**src/rtl/adder_tree_pkg.sv**
```systemverilog
// Shared types and helpers for the pipelined adder tree.
// Optional accumulation is enabled with ADDER_TREE_ACC_EN.
package adder_tree_pkg;

    localparam int ACC_EXT_W_DEF = 8;

    // Per-beat sideband carried alongside the partial sums.
    typedef struct packed {
        logic valid;
        logic last;
    } side_t;

    function automatic int num_levels(input int n);
        return $clog2(n);
    endfunction

    // ceil(n / 2^k): partial count held by level k.
    function automatic int lanes_at(input int n, input int k);
        return (n + (1 << k) - 1) >> k;
    endfunction

endpackage

```
**src/rtl/adder_tree_level.sv**
```systemverilog
// One registered level of the adder tree: pairs of partials are summed.
// Ports: clk, rst_n, en, in_p/in_side (IN_LANES x IN_W), out_p/out_side.
module adder_tree_level
    import adder_tree_pkg::*;
#(
    parameter int IN_LANES = 5,
    parameter int IN_W     = 16,
    parameter int SIGNED   = 0
) (
    input  logic                                    clk,
    input  logic                                    rst_n,
    input  logic                                    en,
    input  logic [IN_LANES*IN_W-1:0]                in_p,
    input  side_t                                   in_side,
    output logic [((IN_LANES+1)/2)*(IN_W+1)-1:0]    out_p,
    output side_t                                   out_side
);

    localparam int OUT_LANES = (IN_LANES + 1) / 2;
    localparam int OW        = IN_W + 1;

    logic [OUT_LANES*OW-1:0] sum_d;

    for (genvar j = 0; j < OUT_LANES; j++) begin : g_add
        logic [IN_W-1:0] a;
        logic [IN_W-1:0] b;
        logic [OW-1:0]   ax;
        logic [OW-1:0]   bx;

        assign a = in_p[2*j*IN_W +: IN_W];

        // An odd leftover partial is paired with a zero operand.
        if (2*j + 1 < IN_LANES) begin : g_pair
            assign b = in_p[(2*j+1)*IN_W +: IN_W];
        end else begin : g_odd
            assign b = '0;
        end

        if (SIGNED != 0) begin : g_sx
            assign ax = {a[IN_W-1], a};
            assign bx = {b[IN_W-1], b};
        end else begin : g_zx
            assign ax = {1'b0, a};
            assign bx = {1'b0, b};
        end

        assign sum_d[j*OW +: OW] = ax + bx;
    end

    always_ff @(posedge clk or negedge rst_n) begin
        if (!rst_n) begin
            out_p    <= '0;
            out_side <= '0;
        end else if (en) begin
            out_p    <= sum_d;
            out_side <= in_side;
        end
    end

endmodule

```
**src/rtl/pipelined_adder_tree.sv**
```systemverilog
// Fully pipelined NUM_IN-operand adder tree with global-advance flow control.
// Ports: in_data/in_valid/in_ready in, out_sum/out_valid/out_ready out.
// Define ADDER_TREE_ACC_EN to add in_last and a packet accumulator stage.
module pipelined_adder_tree
    import adder_tree_pkg::*;
#(
    parameter int NUM_IN    = 5,
    parameter int DATA_W    = 16,
    parameter int SIGNED    = 0,
`ifdef ADDER_TREE_ACC_EN
    parameter int ACC_EXT_W = ACC_EXT_W_DEF,
    localparam int SUM_W    = DATA_W + $clog2(NUM_IN),
    localparam int OUT_W    = SUM_W + ACC_EXT_W
`else
    localparam int SUM_W    = DATA_W + $clog2(NUM_IN),
    localparam int OUT_W    = SUM_W
`endif
) (
    input  logic                     clk,
    input  logic                     rst_n,
    input  logic [NUM_IN*DATA_W-1:0] in_data,
    input  logic                     in_valid,
`ifdef ADDER_TREE_ACC_EN
    input  logic                     in_last,
`endif
    output logic                     in_ready,
    output logic [OUT_W-1:0]         out_sum,
    output logic                     out_valid,
    input  logic                     out_ready
);

    localparam int LEVELS = num_levels(NUM_IN);

    logic             adv;
    side_t            head;
    logic [SUM_W-1:0] tree_sum;
    side_t            tree_side;

    // Whole pipeline moves as one: advance unless a result is stuck.
    assign adv      = out_ready | ~out_valid;
    assign in_ready = adv;

`ifdef ADDER_TREE_ACC_EN
    assign head = '{valid: in_valid, last: in_valid & in_last};
`else
    assign head = '{valid: in_valid, last: 1'b0};
`endif

    for (genvar k = 0; k < LEVELS; k++) begin : g_lvl
        localparam int IL = lanes_at(NUM_IN, k);
        localparam int IW = DATA_W + k;
        localparam int OL = lanes_at(NUM_IN, k + 1);

        logic [IL*IW-1:0]     pin;
        side_t                sin;
        logic [OL*(IW+1)-1:0] pout;
        side_t                sout;

        if (k == 0) begin : g_head
            assign pin = in_data;
            assign sin = head;
        end else begin : g_link
            assign pin = g_lvl[k-1].pout;
            assign sin = g_lvl[k-1].sout;
        end

        adder_tree_level #(
            .IN_LANES (IL),
            .IN_W     (IW),
            .SIGNED   (SIGNED)
        ) u_level (
            .clk      (clk),
            .rst_n    (rst_n),
            .en       (adv),
            .in_p     (pin),
            .in_side  (sin),
            .out_p    (pout),
            .out_side (sout)
        );
    end

    assign tree_sum  = g_lvl[LEVELS-1].pout;
    assign tree_side = g_lvl[LEVELS-1].sout;

`ifdef ADDER_TREE_ACC_EN
    logic [OUT_W-1:0] acc;
    logic [OUT_W-1:0] tree_x;
    logic [OUT_W-1:0] total;

    if (SIGNED != 0) begin : g_acc_sx
        assign tree_x = {{ACC_EXT_W{tree_sum[SUM_W-1]}}, tree_sum};
    end else begin : g_acc_zx
        assign tree_x = {{ACC_EXT_W{1'b0}}, tree_sum};
    end

    assign total = acc + tree_x;

    // Packet total is published on the last beat; acc restarts at zero.
    always_ff @(posedge clk or negedge rst_n) begin
        if (!rst_n) begin
            acc       <= '0;
            out_sum   <= '0;
            out_valid <= 1'b0;
        end else if (adv) begin
            out_valid <= tree_side.valid & tree_side.last;
            if (tree_side.valid) begin
                if (tree_side.last) begin
                    out_sum <= total;
                    acc     <= '0;
                end else begin
                    acc <= total;
                end
            end
        end
    end
`else
    logic unused_last;

    assign unused_last = tree_side.last;
    assign out_sum     = tree_sum;
    assign out_valid   = tree_side.valid;
`endif

endmodule
```
**config.mk**
```make
export PLATFORM = sky130hd
export DESIGN_NAME = pipelined_adder_tree
export DESIGN_NICKNAME = d
export VERILOG_FILES = /design/src/rtl/adder_tree_pkg.sv /design/src/rtl/adder_tree_level.sv /design/src/rtl/pipelined_adder_tree.sv
export SDC_FILE = /design/constraint.sdc
export NUM_CORES = 1
export LEC_CHECK = 0
export ABC_AREA = 1
export CORE_ASPECT_RATIO = 0.6
export CORE_MARGIN = 5
export CORE_UTILIZATION = 30
export CTS_CLUSTER_DIAMETER = 100
export DETAILED_ROUTE_END_ITERATION = 12
export PLACE_DENSITY = 0.47
export SLEW_MARGIN = 25
export SYNTH_ARGS = -nofsm -noshare
export SYNTH_HDL_FRONTEND = slang
export SYNTH_HIERARCHICAL = 1
export SYNTH_SLANG_ARGS = --single-unit
```
**constraint.sdc**
```tcl
create_clock -name clk -period 3.1 [get_ports clk]
set_input_delay 0.62 -clock clk [delete_from_list [all_inputs] [get_ports clk]]
set_output_delay 0.62 -clock clk [all_outputs]
set_load 0.01 [all_outputs]
```
=== Yosys cells after proc, flatten, opt, wreduce, memory -nomap -nowiden ===
Cells that the tools add are included.

* Add/sub/neg operators: 4
* Bitwise gates (word level): 2

{| class="wikitable"
|+ Operators with widths
! operator !! count
|-
| $add 16x16->17 || 2
|-
| $add 18x16->19 || 1
|-
| $add 17x17->18 || 1
|-
| $not 1->1 || 1
|-
| $or 1x1->1 || 1
|}

* Bits of input ports: 84
* Bits in registers: 106
* Logic and storage cells: 12

=== Logic depth before layout (Yosys ltp) ===
* Depth in word-level cells: 2
* Gate-level depth with buffers: 13
* Mapped depth without buffers: 13

=== Cells and area by module ===
Netlist, hierarchy kept.

{| class="wikitable"
|+ Modules (own cells, without submodules)
! module !! times used !! area each (µm²) !! cells an instance !! sequential area each (µm²)
|-
| adder_tree_level (g_lvl[0].u_level) || 1 || 3854.9 || 577 || 1301.2
|-
| adder_tree_level (g_lvl[1].u_level) || 1 || 2436.1 || 364 || 925.9
|-
| adder_tree_level (g_lvl[2].u_level) || 1 || 1765.4 || 256 || 525.5
|-
| pipelined_adder_tree || 1 || 11.3 || 3 || 0.0
|}

=== Least setup slack after synthesis ===
Ideal clock, no wire load.

* Path kind: input to register
* Start point: input port in_data[32]
* End point: register g_lvl[0].u_level.out_p[25]
* Setup slack: 1196 ps
* Library setup time: 116 ps
* Data arrival time: 1788 ps
* Buffers on the path: 0
* Required time: 2984 ps
* Stages on the path: 10
* Cells stage by stage: ha_1 fa_1 nand2_1 nand2_1 and2_4 nand2_2 nand2_2 xor2_1 nand2_1 nand2_1

* Word-level cells in the longest chain between the ends: 1

{| class="wikitable"
|+ Ends and longest elaborated chain
! element !! line !! text
|-
| from (decl) || pipelined_adder_tree.sv:21 || <nowiki>input logic [NUM_IN*DATA_W-1:0] in_data,</nowiki>
|-
| $add 16x16->17 || adder_tree_level.sv:47 || <nowiki>assign sum_d[j*OW +: OW] = ax + bx;</nowiki>
|-
| to (signal assigned) || adder_tree_level.sv:55 || <nowiki>out_p <= sum_d;</nowiki>
|-
| to (decl) || adder_tree_level.sv:15 || <nowiki>output logic [((IN_LANES+1)/2)*(IN_W+1)-1:0] out_p,</nowiki>
|}

Every way passes these cells.
A chain may end at the register's enable or synchronous reset.

=== Worst setup path in the final report ===
* Start point: input port out_ready
* End point: output port in_ready

* Word-level cells in the longest chain between the ends: 1

{| class="wikitable"
|+ Ends and longest elaborated chain
! element !! line !! text
|-
| from (decl) || pipelined_adder_tree.sv:29 || <nowiki>input logic out_ready</nowiki>
|-
| $or 1x1->1 || pipelined_adder_tree.sv:40 || <nowiki>assign adv = out_ready | ~out_valid;</nowiki>
|-
| to (decl) || pipelined_adder_tree.sv:26 || <nowiki>output logic in_ready,</nowiki>
|}

Every way passes these cells.

==> results.md <==
- Worst path max stage delay: 0.57 ns
- Util after Layout: 0.3703
- H-tree levels: 3
- Leakage: ~5.2 nW
- IO Pins: 105
- CTS max path bufs: 2
- Slew of the pin with the lowest slew margin: ~0.66 ns
- Largest net degree at the start of global routing: 82
- DRC: 0
- Critical path's most frequent cell: clkdlybuf4s50_1
- Fin area: approximately 9700 um2
- CTS root buf: clkbuf_16
- Detail Placement HPWL: between 15 and 20 mm
- Setup Slack @ Placement: roughly 0.55 ns
- Die H: 136.1 um
- Drt first-iter violations: 443
- Critical path cell sequence: clkdlybuf4s50_1 > inv_1 > nand2_4 > clkdlybuf4s50_1
- CP Launch Type: primary input
- Fin Hold WS: ~0.3 ns
- Gr usage total: 0.1526
- Required time of the critical path: approximately 2.5 ns
- CP Capture Type: primary output
- Placed cell areas: about 9400 um2
- Final setup margin: roughly 0.62 ns
- Layout cells sized above 1: 0.05901
- Slowest cell on crit path: clkdlybuf4s50_1
- Max-Cap Viols: 0
- Initial core utilization: 0.3031
- First-pass GRT wire length: 36.42 mm
- Resized cells post-CTS: 0
- Gpl congestion: 0.8344
- Fmax: ~400 MHz
- Total CTS buffers: 9
- WL/cell: ~13 um
- Area of the mapped netlist: 7955 um2
- Setup TNS: 0 ns
- Worst slew margin: 0.5594
- Skew final: 0.007876 ns
- Die area: approximately 30000 um2
- Clk slew on worst S/H paths: 0.08 ns
- Max VDD drop: around 0.34 mV
- Final Max Tran Viols: 0
- Syn. warnings: 6
- Via Count: 7175
- RSZ-0062 raised after global routing: false
- TritonCTS clock tree: yes
- Final setup vio count: 0
- WL final: about 22 mm
- Layout fillers: slightly below 3000
- Post-route antenna net violation count: 0
- Status: complete, no violations
- Port bufs: 104
- Vias per cell: 4.354
- Net Count, Synth: around 1300
- Fin crit period: approximately 2.5 ns
- Drt first pass iters: 4
- P&R area growth vs syn: 22.18%
- Clk_lat worst skew: around 0.35 ns
- Clock sinks: between 100 and 150
- Worst EP arrival: around 1.9 ns
- Setup CP Type: primary input to primary output
- Fin. Hold Viols: 0
- Total gr overflow: 0
- Synthesized instance count: about 1200
- Initial antenna violation count: 1
- Site Rows: 46
- Reg2reg start: g_lvl[1].u_level/out_p[18]
- Cts hold-fix bufs: 0
- Power per cell area: 919.6 nW/um2
- Vias in the first global route: slightly below 7000
- Synth Area per Inst: around 6.7 um2
- Area of the core: between 20000 and 30000 um2
- Period utilisation layout: 0.7991
- Post-CTS Repair Setup Buffers: 0
- Setup crit start: out_ready
- ANT cells: 0
- # nets final: roughly 1400
- Worst-path fanout max: 13
- Min-delay worst type: primary input to async pin
- Die X: about 220 um
[power breakdown]
part           switching [mW]  internal (mW)  leakage [nW]
logic                    3.24           2.00          3.80
registers               0.470           2.01          1.26
clock network           0.568          0.643         0.151
[layout make-up]
class / count / area (um2) / area share
Clock buffer: 9 / 225.2 / 0.02317
Clock inverter: 7 / 87.58 / 0.009011
Inverter: 157 / 589.3 / 0.06063
Multi-Input combinational cell: 899 / 4576 / 0.4708
Sequential cell: 107 / 2678 / 0.2755
Tap cell: 360 / 450.4 / 0.04634
Timing Repair Buffer: 109 / 1114 / 0.1146
[stage by stage]
step / std cells / power, mW
global placement: 1632 / 7.727
CTS: 1648 / 9.015
global route: 1648 / 9.902
finish: 1648 / 8.938
floorplan: 1187 / 6.003
detailed placement: 1632 / 7.761
[path summary, 6_finish.rpt]
check                                             endpoint  slack, ns  cells after the start
worst max-delay path                              in_ready       0.62                      4
min in group clk                g_lvl[0].u_level/out_p[48]       0.47                      2
max in group asynchronous       g_lvl[1].u_level/out_p[18]       2.05                      2
worst max register to register  g_lvl[2].u_level/out_p[12]       1.06                     11
worst min register to register  g_lvl[0].u_level/out_p[48]       0.47                      2
worst min-delay path            g_lvl[2].u_level/out_p[16]       0.31                      1
[layer usage]
| metal | vias up | track usage | part of all wire |
|---|---|---|---|
| met1 | 3189 | 0.2642 | 0.61 |
| met2 | 113 | 0.1898 | 0.34 |
| met4 | 0 | 0.02321 | 0.0071 |
| met3 | 7 | 0.02693 | 0.038 |
| li1 | 3866 | - | - |
| met5 | - | 0 | 0 |
[registers in the layout, summed over array words and instances (netlist names)]
| signal | count |
|---|---|
| g_lvl.u_level/out_p | 104 |
| g_lvl.u_level/out_side | 3 |
[critical path, delay by kind of cell]
kind | cells | cell delay, ns
buffers and inverters | 3 | 1.07
AND/OR/NAND/NOR | 1 | 0.16
[layout by cell type, fill, tap and decap left out, drive strengths merged, types with 2 or more instances in the layout]
master and instances:
nand2 554, ha 67, clkinv 4, nand3b 11
nor3 14, xor2 2, nor2 55, nand3 74
nand4 2, a21oi 47, conb 2, and2 7
clkdlybuf4s50 103, o21ai 31, buf 6, or2 13
clkbuf 9, dfrtp 107, xnor2 12, fa 4
inv 158
(Power assumes the default switching activity.)
